### src/rtl/rom_fetch_unit_pkg.sv
// rom_fetch_unit_pkg: shared widths, reset PC and FSM state encodings for the fetch unit
package rom_fetch_unit_pkg;
    localparam int              DEF_ADDR_W     = 16;
    localparam int              DEF_DATA_W     = 32;
    localparam int              DEF_FIFO_DEPTH = 4;
    localparam logic [15:0]     DEF_RESET_PC   = 16'h0000;
    localparam logic [0:0]      ST_RUN         = 1'b0;
    localparam logic [0:0]      ST_FAULT       = 1'b1;
endpackage

### src/rtl/rom_fetch_unit_fifo.sv
// rom_fetch_unit_fifo: prefetch FIFO with flush, occupancy count and a head read straight from storage registers
module rom_fetch_unit_fifo #(
    parameter int W     = 48,
    parameter int DEPTH = 4,
    localparam int AW   = $clog2(DEPTH)
) (
    input  logic          clk,
    input  logic          rst_n,
    input  logic          flush_i,
    input  logic          push_i,
    input  logic          pop_i,
    input  logic [W-1:0]  wdata_i,
    output logic [AW:0]   count_o,
    output logic [W-1:0]  head_o
);
    logic [W-1:0]  mem_q [DEPTH];
    logic [AW-1:0] rd_q, wr_q;
    logic [AW:0]   cnt_q;

    // storage, pointers and count; flush drops contents but leaves storage untouched
    always_ff @(posedge clk or negedge rst_n) begin
        if (!rst_n) begin
            for (int i = 0; i < DEPTH; i++) mem_q[i] <= '0;
            rd_q  <= '0;
            wr_q  <= '0;
            cnt_q <= '0;
        end else if (flush_i) begin
            rd_q  <= '0;
            wr_q  <= '0;
            cnt_q <= '0;
        end else begin
            if (push_i) begin
                mem_q[wr_q] <= wdata_i;
                wr_q        <= wr_q + 1'b1;
            end
            if (pop_i) rd_q <= rd_q + 1'b1;
            if (push_i && !pop_i) cnt_q <= cnt_q + 1'b1;
            else if (pop_i && !push_i) cnt_q <= cnt_q - 1'b1;
        end
    end

    assign count_o = cnt_q;
    assign head_o  = mem_q[rd_q];
endmodule

### src/rtl/rom_fetch_unit.sv
// rom_fetch_unit: boot-ROM fetch stage with prefetch FIFO and redirect flush; FETCH_WRAP_FAULT_EN enables PC-wrap fault
module rom_fetch_unit
    import rom_fetch_unit_pkg::*;
#(
    parameter int                ADDR_W     = DEF_ADDR_W,
    parameter int                DATA_W     = DEF_DATA_W,
    parameter int                FIFO_DEPTH = DEF_FIFO_DEPTH,
    parameter logic [ADDR_W-1:0] RESET_PC   = ADDR_W'(DEF_RESET_PC)
) (
    input  logic              clk,
    input  logic              rst_n,
    output logic [ADDR_W-1:0] rom_address,
    input  logic [DATA_W-1:0] rom_data,
    input  logic              fetch_en,
    input  logic              redirect_valid,
    input  logic [ADDR_W-1:0] redirect_pc,
    output logic              instr_valid,
    input  logic              instr_ready,
    output logic [DATA_W-1:0] instr,
    output logic [ADDR_W-1:0] instr_pc,
    output logic              fetch_fault
);
    localparam int CW = $clog2(FIFO_DEPTH) + 1;

    logic [ADDR_W-1:0] pc_q, pc_d;
    logic [0:0]        state_q, state_d;
    logic [CW-1:0]     count;
    logic              push, pop, wrap;

    assign pop  = instr_valid && instr_ready;
    assign push = state_q == ST_RUN && fetch_en && !redirect_valid && (count < CW'(FIFO_DEPTH) || pop);

`ifdef FETCH_WRAP_FAULT_EN
    assign wrap        = push && &pc_q;
    assign fetch_fault = state_q == ST_FAULT;
`else
    assign wrap        = 1'b0;
    assign fetch_fault = 1'b0;
`endif

    // redirect wins; a wrapping push parks the PC at all-ones and enters FAULT
    always_comb begin
        pc_d    = redirect_valid ? redirect_pc : (push && !wrap) ? pc_q + 1'b1 : pc_q;
        state_d = redirect_valid ? ST_RUN : wrap ? ST_FAULT : state_q;
    end

    // fetch PC and FSM state
    always_ff @(posedge clk or negedge rst_n) begin
        if (!rst_n) begin
            pc_q    <= RESET_PC;
            state_q <= ST_RUN;
        end else begin
            pc_q    <= pc_d;
            state_q <= state_d;
        end
    end

    rom_fetch_unit_fifo #(
        .W     (ADDR_W + DATA_W),
        .DEPTH (FIFO_DEPTH)
    ) u_fifo (
        .clk     (clk),
        .rst_n   (rst_n),
        .flush_i (redirect_valid),
        .push_i  (push),
        .pop_i   (pop),
        .wdata_i ({pc_q, rom_data}),
        .count_o (count),
        .head_o  ({instr_pc, instr})
    );

    assign rom_address = pc_q;
    assign instr_valid = count != '0;
endmodule

### config.mk
export PLATFORM = sky130hd
export DESIGN_NAME = rom_fetch_unit
export DESIGN_NICKNAME = d
export VERILOG_FILES = /design/src/rtl/rom_fetch_unit_pkg.sv /design/src/rtl/rom_fetch_unit_fifo.sv /design/src/rtl/rom_fetch_unit.sv
export SDC_FILE = /design/constraint.sdc
export NUM_CORES = 1
export LEC_CHECK = 0
export CORE_ASPECT_RATIO = 0.5
export CORE_MARGIN = 1
export CORE_UTILIZATION = 45
export CTS_CLUSTER_SIZE = 28
export DETAILED_ROUTE_END_ITERATION = 16
export GPL_ROUTABILITY_DRIVEN = 1
export GPL_TIMING_DRIVEN = 1
export MAX_ROUTING_LAYER = met4
export PLACE_DENSITY = 0.7
export SYNTH_ARGS = -nofsm -noshare
export SYNTH_HDL_FRONTEND = slang
export SYNTH_SLANG_ARGS = --single-unit
### constraint.sdc
create_clock -name clk -period 1.8 [get_ports clk]
set_input_delay 0.36 -clock clk [delete_from_list [all_inputs] [get_ports clk]]
set_output_delay 0.36 -clock clk [all_outputs]
set_load 0.01 [all_outputs]
Yosys cells after proc, flatten, opt, wreduce, memory -nomap -nowiden
Index checks and enable logic that the tools add are counted.
{"block": "classes", "magnitude_cmp": 4, "bitwise_logic": 3, "n_reduce_logical": 15, "addsub": 5, "n_mux": 15}
{"op": "bitwise mux 192 bit", "count": 1}
{"op": "2-to-1 mux 48 bit", "count": 3}
{"op": "binary-select mux 48 bit (select 2 bit)", "count": 1}
{"op": "demux 48 bit (select 2 bit)", "count": 1}
{"op": "2-to-1 mux 16 bit", "count": 2}
{"op": "adder 16 x 1 -> 16 bit (second input constant)", "count": 1}
{"op": "2-to-1 mux 3 bit", "count": 3}
{"op": "2-to-1 mux 2 bit", "count": 4}
{"op": ">= comparator 3 bit (second input constant)", "count": 2}
{"op": "logical AND 1 bit", "count": 6}
{"op": "NOT 2 -> 3 bit", "count": 2}
{"op": "nonzero test 3 bit", "count": 2}
{"op": "adder 2 x 1 -> 2 bit (second input constant)", "count": 2}
{"op": "nonzero test 2 bit", "count": 2}
{"op": "adder 3 x 1 -> 3 bit (second input constant)", "count": 1}
{"op": "zero test 1 bit", "count": 3}
{"op": "< comparator 3 x 1 -> 1 bit (second input constant)", "count": 1}
{"op": "< comparator 3 bit (second input constant)", "count": 1}
{"op": "subtractor 3 x 1 -> 3 bit (second input constant)", "count": 1}
{"op": "AND reduction 2 bit", "count": 1}
{"op": "logical OR 1 bit", "count": 1}
{"op": "NOT 1 bit", "count": 1}
{"block": "totals", "reg_bits": 215, "output_inout_bits": 66, "elab_cells": 50, "in_bits": 53}

Longest topological paths before layout
{"block": "logic_depth", "depth_word": 9, "mapped_depth": 9, "mapped_depth_nobuf": 8}

Modules after synthesis
From an unflattened synthesis, not the netlist that was laid out.
{"block": "hier_totals", "hier_cells": 616, "hier_area_um2": 9666.8}
{"mod": "rom_fetch_unit_fifo", "cells_each": 506, "n_inst": 1, "seq_area_each_um2": 4979.8, "area_each_um2": 8685.8}
{"mod": "rom_fetch_unit", "cells_each": 110, "n_inst": 1, "seq_area_each_um2": 400.4, "area_each_um2": 980.9}

Worst setup path after synthesis
Ideal clock, no wire load.
{"block": "synth_timing", "path_kind": "in2reg", "startpoint": "input port redirect_valid", "endpoint": "register u_fifo.cnt_q[2] (netlist: u_fifo.count_o[2])", "path_buffers": 2, "required_time_ps": 1718, "t_arrival_ps": 1944, "path_stages": 8, "slack_ps": -226, "path_cell_list": "clkbuf_1 buf_1 nor3_1 fa_1 inv_1 a21oi_1 or2_2 a31oi_1"}
{"block": "synth_between", "elab_chain_cells": 6}
{"element": "from (decl)", "line_no": "rom_fetch_unit.sv:15", "rtl": "input logic redirect_valid,"}
{"element": "zero test 1 bit", "line_no": "rom_fetch_unit.sv:31", "rtl": "assign push = state_q == ST_RUN && fetch_en && !redirect_valid && (count < CW'(FIFO_DEPTH) || pop);"}
{"element": "logical AND 1 bit (2 in series)", "line_no": "rom_fetch_unit.sv:31"}
{"element": "logical AND 1 bit or zero test 1 bit (tied branches)", "line_no": "rom_fetch_unit_fifo.sv:37, rom_fetch_unit_fifo.sv:38"}
{"element": "2-to-1 mux 3 bit or logical AND 1 bit (tied branches)", "line_no": "rom_fetch_unit_fifo.sv:37, rom_fetch_unit_fifo.sv:38"}
{"element": "2-to-1 mux 3 bit or nonzero test 3 bit (tied branches)"}
{"element": "to (signal assigned)", "line_no": "rom_fetch_unit_fifo.sv:37", "rtl": "if (push_i && !pop_i) cnt_q <= cnt_q + 1'b1;"}
{"element": "to (signal assigned)", "line_no": "rom_fetch_unit_fifo.sv:38", "rtl": "else if (pop_i && !push_i) cnt_q <= cnt_q - 1'b1;"}
{"element": "to (decl)", "line_no": "rom_fetch_unit_fifo.sv:18", "rtl": "logic [AW:0] cnt_q;"}
Parallel ways exist; a longest one is shown, timed or not.
A chain may end at the register's enable or synchronous reset.

Worst setup path in the final report
{"block": "layout_timing", "startpoint": "register u_fifo.rd_q[0]", "endpoint": "output port instr[29]"}
{"block": "layout_between", "elab_chain_cells": 4}
{"element": "from (decl)", "line_no": "rom_fetch_unit_fifo.sv:17", "rtl": "logic [AW-1:0] rd_q, wr_q;"}
{"element": "from (signal assigned)", "line_no": "rom_fetch_unit_fifo.sv:36", "rtl": "if (pop_i) rd_q <= rd_q + 1'b1;"}
{"element": "NOT 2 -> 3 bit (not written as such)", "line_no": "rom_fetch_unit_fifo.sv:43", "rtl": "assign head_o = mem_q[rd_q];"}
{"element": "binary-select mux 48 bit (select 2 bit)", "line_no": "rom_fetch_unit_fifo.sv:43"}
{"element": "2-to-1 mux 48 bit (not written as such) (2 in series)", "line_no": "rom_fetch_unit_fifo.sv:43"}
{"element": "to (decl)", "line_no": "rom_fetch_unit.sv:19", "rtl": "output logic [DATA_W-1:0] instr,"}
Every way passes these cells. The select of a mux whose other input is x is not followed.

==> out/qor.yml <==
critical_path_arrival_ns: 1.96
design.core.area_um2: 20900
synth_top_cells_by_count: "215 x sky130_fd_sc_hd__dfrtp_1, 186 x sky130_fd_sc_hd__mux2_2, 48 x sky130_fd_sc_hd__mux4_2"
final_cell_area_um2: 12600
synth_enable_flop_cells: 0
worst-path-max-fanout: 7
synth.yosys.warnings: 0
layout_worst_path_cycle_share_pct: 129
r2r_cells: 8
wl_per_cell_um: 19.1
critical_path.startpoint_type: "flop"
grt_pass1_vias: 6395
critical_path.endpoint: "instr[29]"
cts_root_buffer: "sky130_fd_sc_hd__clkbuf_16"
ratio_of_cells_with_drive_above_1_in_the_final_layout_pct: 52.0
worst_setup_path_startpoint: "u_fifo.rd_q[0]$_DFFE_PN0P_"
synth_cells: 627
drtIter0Drc: 331
timing.critical_path.to_type: "output pin"
detail_route.first_pass.iterations: 4
ys_async_sr_fraction_pct: 100
slew_viol_final: 0
final.min_clock_period_ns: 2.32
cts_tree: "yes"
count_leader_synth: "sky130_fd_sc_hd__dfrtp_1"
stage_delay_of_the_slowest_cell_on_the_critical_path_ns: 0.50
cts.sinks: 215
remaining_drc_errors: 0
cp_cell_sequence: "buf_6 -> buf_12 -> buf_12 -> mux4_2 -> buf_6"
finalNetCount: 857
final_hold_viol_count: 0
die-width_um: 210
synth.net_count: 686
max-clock-path-buffers: 3
gp_congestion: 0.809
ys_seq_area_share_pct: 55.1
sum_of_routed_wire_length_over_all_layers_mm: 21.1
outcome: "finished with violations"
number_of_synthesized_register_bits: 215
core.rowCount: 37
grt_first_pass_wirelength_mm: 34.9
hpwlAfterDp_mm: 14.0
die_footprint_um2: 22300
dp_cells: 1053
antenna_violating_nets_post_route: 0
crit-reg2reg-launch: "u_fifo.count_o[1]$_DFFE_PN0P_"
gr-total-overflow: 0
fin_total_pwr_mw: 20.4
initial_core_util_pct: 46.8
total_leakage_power_nw: 5.62
final.setup.tns_ns: -21.33
globalRouteTotalUtil_pct: 20.7
peakVddDrop_mv: 0.540
cts_buffers: 21
netlist_top_cells_area: "sky130_fd_sc_hd__dfrtp_1 55%, sky130_fd_sc_hd__mux2_2 21%, sky130_fd_sc_hd__mux4_2 11%"
synth_largest_type_area_fraction_pct: 55.1
worst_skew_pair.late_latency_ns: 0.49
synth_cell_type_count: 45
yosysTopAreaCell: "sky130_fd_sc_hd__dfrtp_1"
avgSynthCellArea_um2: 15.6
power_density_nw_per_um2: 1620
ctsHtreeMaxLevel: 1
maxClockFrequency_mhz: 430
holdWs_ns: 0.359
final-setup-viol-count: 49
rsz_0062_raised_after_global_routing: "yes"
hold_path_class: "in -> async"
areaGrowthSynthToFinish_pct: 29.4
critical_path_class: "reg -> out"
worstReg2RegEnd: "u_fifo.count_o[2]$_DFFE_PN0P_"
cpMaxStageDelayCell: "sky130_fd_sc_hd__dfrtp_4"
routed-via-count: 5838
clk_pin_slew_worst_paths_ns: 0.06
failed_checks: "setup timing"
port_buffers: 117
chipHeight_um: 106
vias_per_cell: 5.28
initial_antenna_violation_count: 0
synth_area_um2: 9760
dpl_cell_area_um2: 11700
dominantRegCellSynth: "sky130_fd_sc_hd__dfrtp_1"
grt_start_max_net_pins: 55
io_pins: 119
maxCapViolations: 0
diodes: 0
maximum_clock_skew_at_final_layout_ns: 0.0102
worst_slack_ns: -0.525
worst-endpoint-required_ns: 1.44
timing.reg2reg.setup_slack_ns: 0.05
non_filler_instances: 1105
-- flip-flops by register name, summed over array words and instances, names as in the netlist --
signal	flops
u_fifo.wr_q	2
rom_address	16
u_fifo.mem_q	192
u_fifo.rd_q	2
u_fifo.count_o	3
-- cell usage in the layout (no fill, tap or decap), types with 8 or more instances in the layout --
master and n:
sky130_fd_sc_hd__a31oi_1 8, sky130_fd_sc_hd__buf_12 19, sky130_fd_sc_hd__buf_2 9, sky130_fd_sc_hd__buf_4 44, sky130_fd_sc_hd__buf_6 49, sky130_fd_sc_hd__clkbuf_16 21
sky130_fd_sc_hd__clkbuf_8 9, sky130_fd_sc_hd__clkdlybuf4s50_1 51, sky130_fd_sc_hd__dfrtp_1 206, sky130_fd_sc_hd__dfrtp_2 8, sky130_fd_sc_hd__dlygate4sd2_1 13, sky130_fd_sc_hd__inv_1 8
sky130_fd_sc_hd__mux2_1 8, sky130_fd_sc_hd__mux2_2 186, sky130_fd_sc_hd__mux4_2 48, sky130_fd_sc_hd__nand2_1 11, sky130_fd_sc_hd__nor2_1 15, sky130_fd_sc_hd__o21ai_0 11
-- stage by stage --
step	setup slack, ns	utilization [%]
CTS	-0.578	60.0
finish	-0.525	60.5
detailed placement	-0.466	55.9
global placement	-0.413	55.9
floorplan	0.0112	-
global route	-0.580	60.5
-- worst max-delay path, delay by kind of cell, from the launching register on --
kind                   cells  cell delay, ns
flip-flops                 1            0.50
multiplexers               1            0.42
buffers and inverters      4            0.55
-- worst min path at each step --
| stage | depth (start not counted) | slack (ns) | endpoint |
|---|---|---|---|
| after global routing | 2 | 0.39 | u_fifo.mem_q[78]$_DFFE_PN0P_ |
| after CTS | 2 | 0.36 | u_fifo.mem_q[173]$_DFFE_PN0P_ |
| after floorplan | 0 | 0.06 | rom_address[0]$_DFFE_PN0P_ |
| after global placement | 1 | 0.32 | u_fifo.mem_q[78]$_DFFE_PN0P_ |
| after detailed placement | 1 | 0.33 | u_fifo.mem_q[173]$_DFFE_PN0P_ |
| final | 2 | 0.36 | u_fifo.mem_q[81]$_DFFE_PN0P_ |
-- power breakdown --
group          total [mW]  internal [mW]  switching [mW]
logic                8.16           5.18            2.98
clock network        4.50           2.64            1.86
registers            7.75           6.79           0.958
total                20.4           14.6            5.80
-- layout make-up --
type / count / area [um^2]
clock buffer: 31 / 643
clock inverter: 7 / 73.8
fill: 1597 / 8250
inverter: 8 / 30.0
multi-input combinational: 359 / 4080
sequential: 215 / 5390
tap: 292 / 365
timing repair buffer: 193 / 2050
-- logic make-up (layout without fill, tap and decap cells) --
| group | count (synthesis) | after routing | share of synthesized area (%) |
|---|---|---|---|
| multiplexers | 243 | 243 | 33.6 |
| flip-flops | 215 | 215 | 55.1 |
| AND/OR/NAND/NOR | 68 | 68 | 3.88 |
| buffers and inverters | 53 | 239 | 3.64 |
| AO/OA/AOI/OAI | 32 | 32 | 2.11 |
| XOR/XNOR | 9 | 9 | 0.808 |
| adder cells (fa/ha/maj) | 6 | 6 | 0.846 |
| other | 1 | 1 | 0.0384 |
-- repair_timing --
action                                  in CTS  in global routing
pin swaps                                    2                  2
setup buffers                               12                  1
hold buffers                                 1                  0
endpoints found under the setup margin      66                 57
gates resized for setup                    260                 31
gates cloned                                 2                  0
hold endpoints to repair                    39                  0
-- layer usage --
metal / track usage [%] / vias to the layer above / routed length [um] / share of wire [%]
li1: - / 2654 / - / -
met1: 30.5 / 3076 / 10500 / 50
met2: 31.0 / 90 / 9710 / 46
met3: 2.92 / 18 / 621 / 2.9
met4: 3.60 / 0 / 229 / 1.1
met5: - / - / 0 / 0
Note: power is estimated with default switching activity, not from simulation.
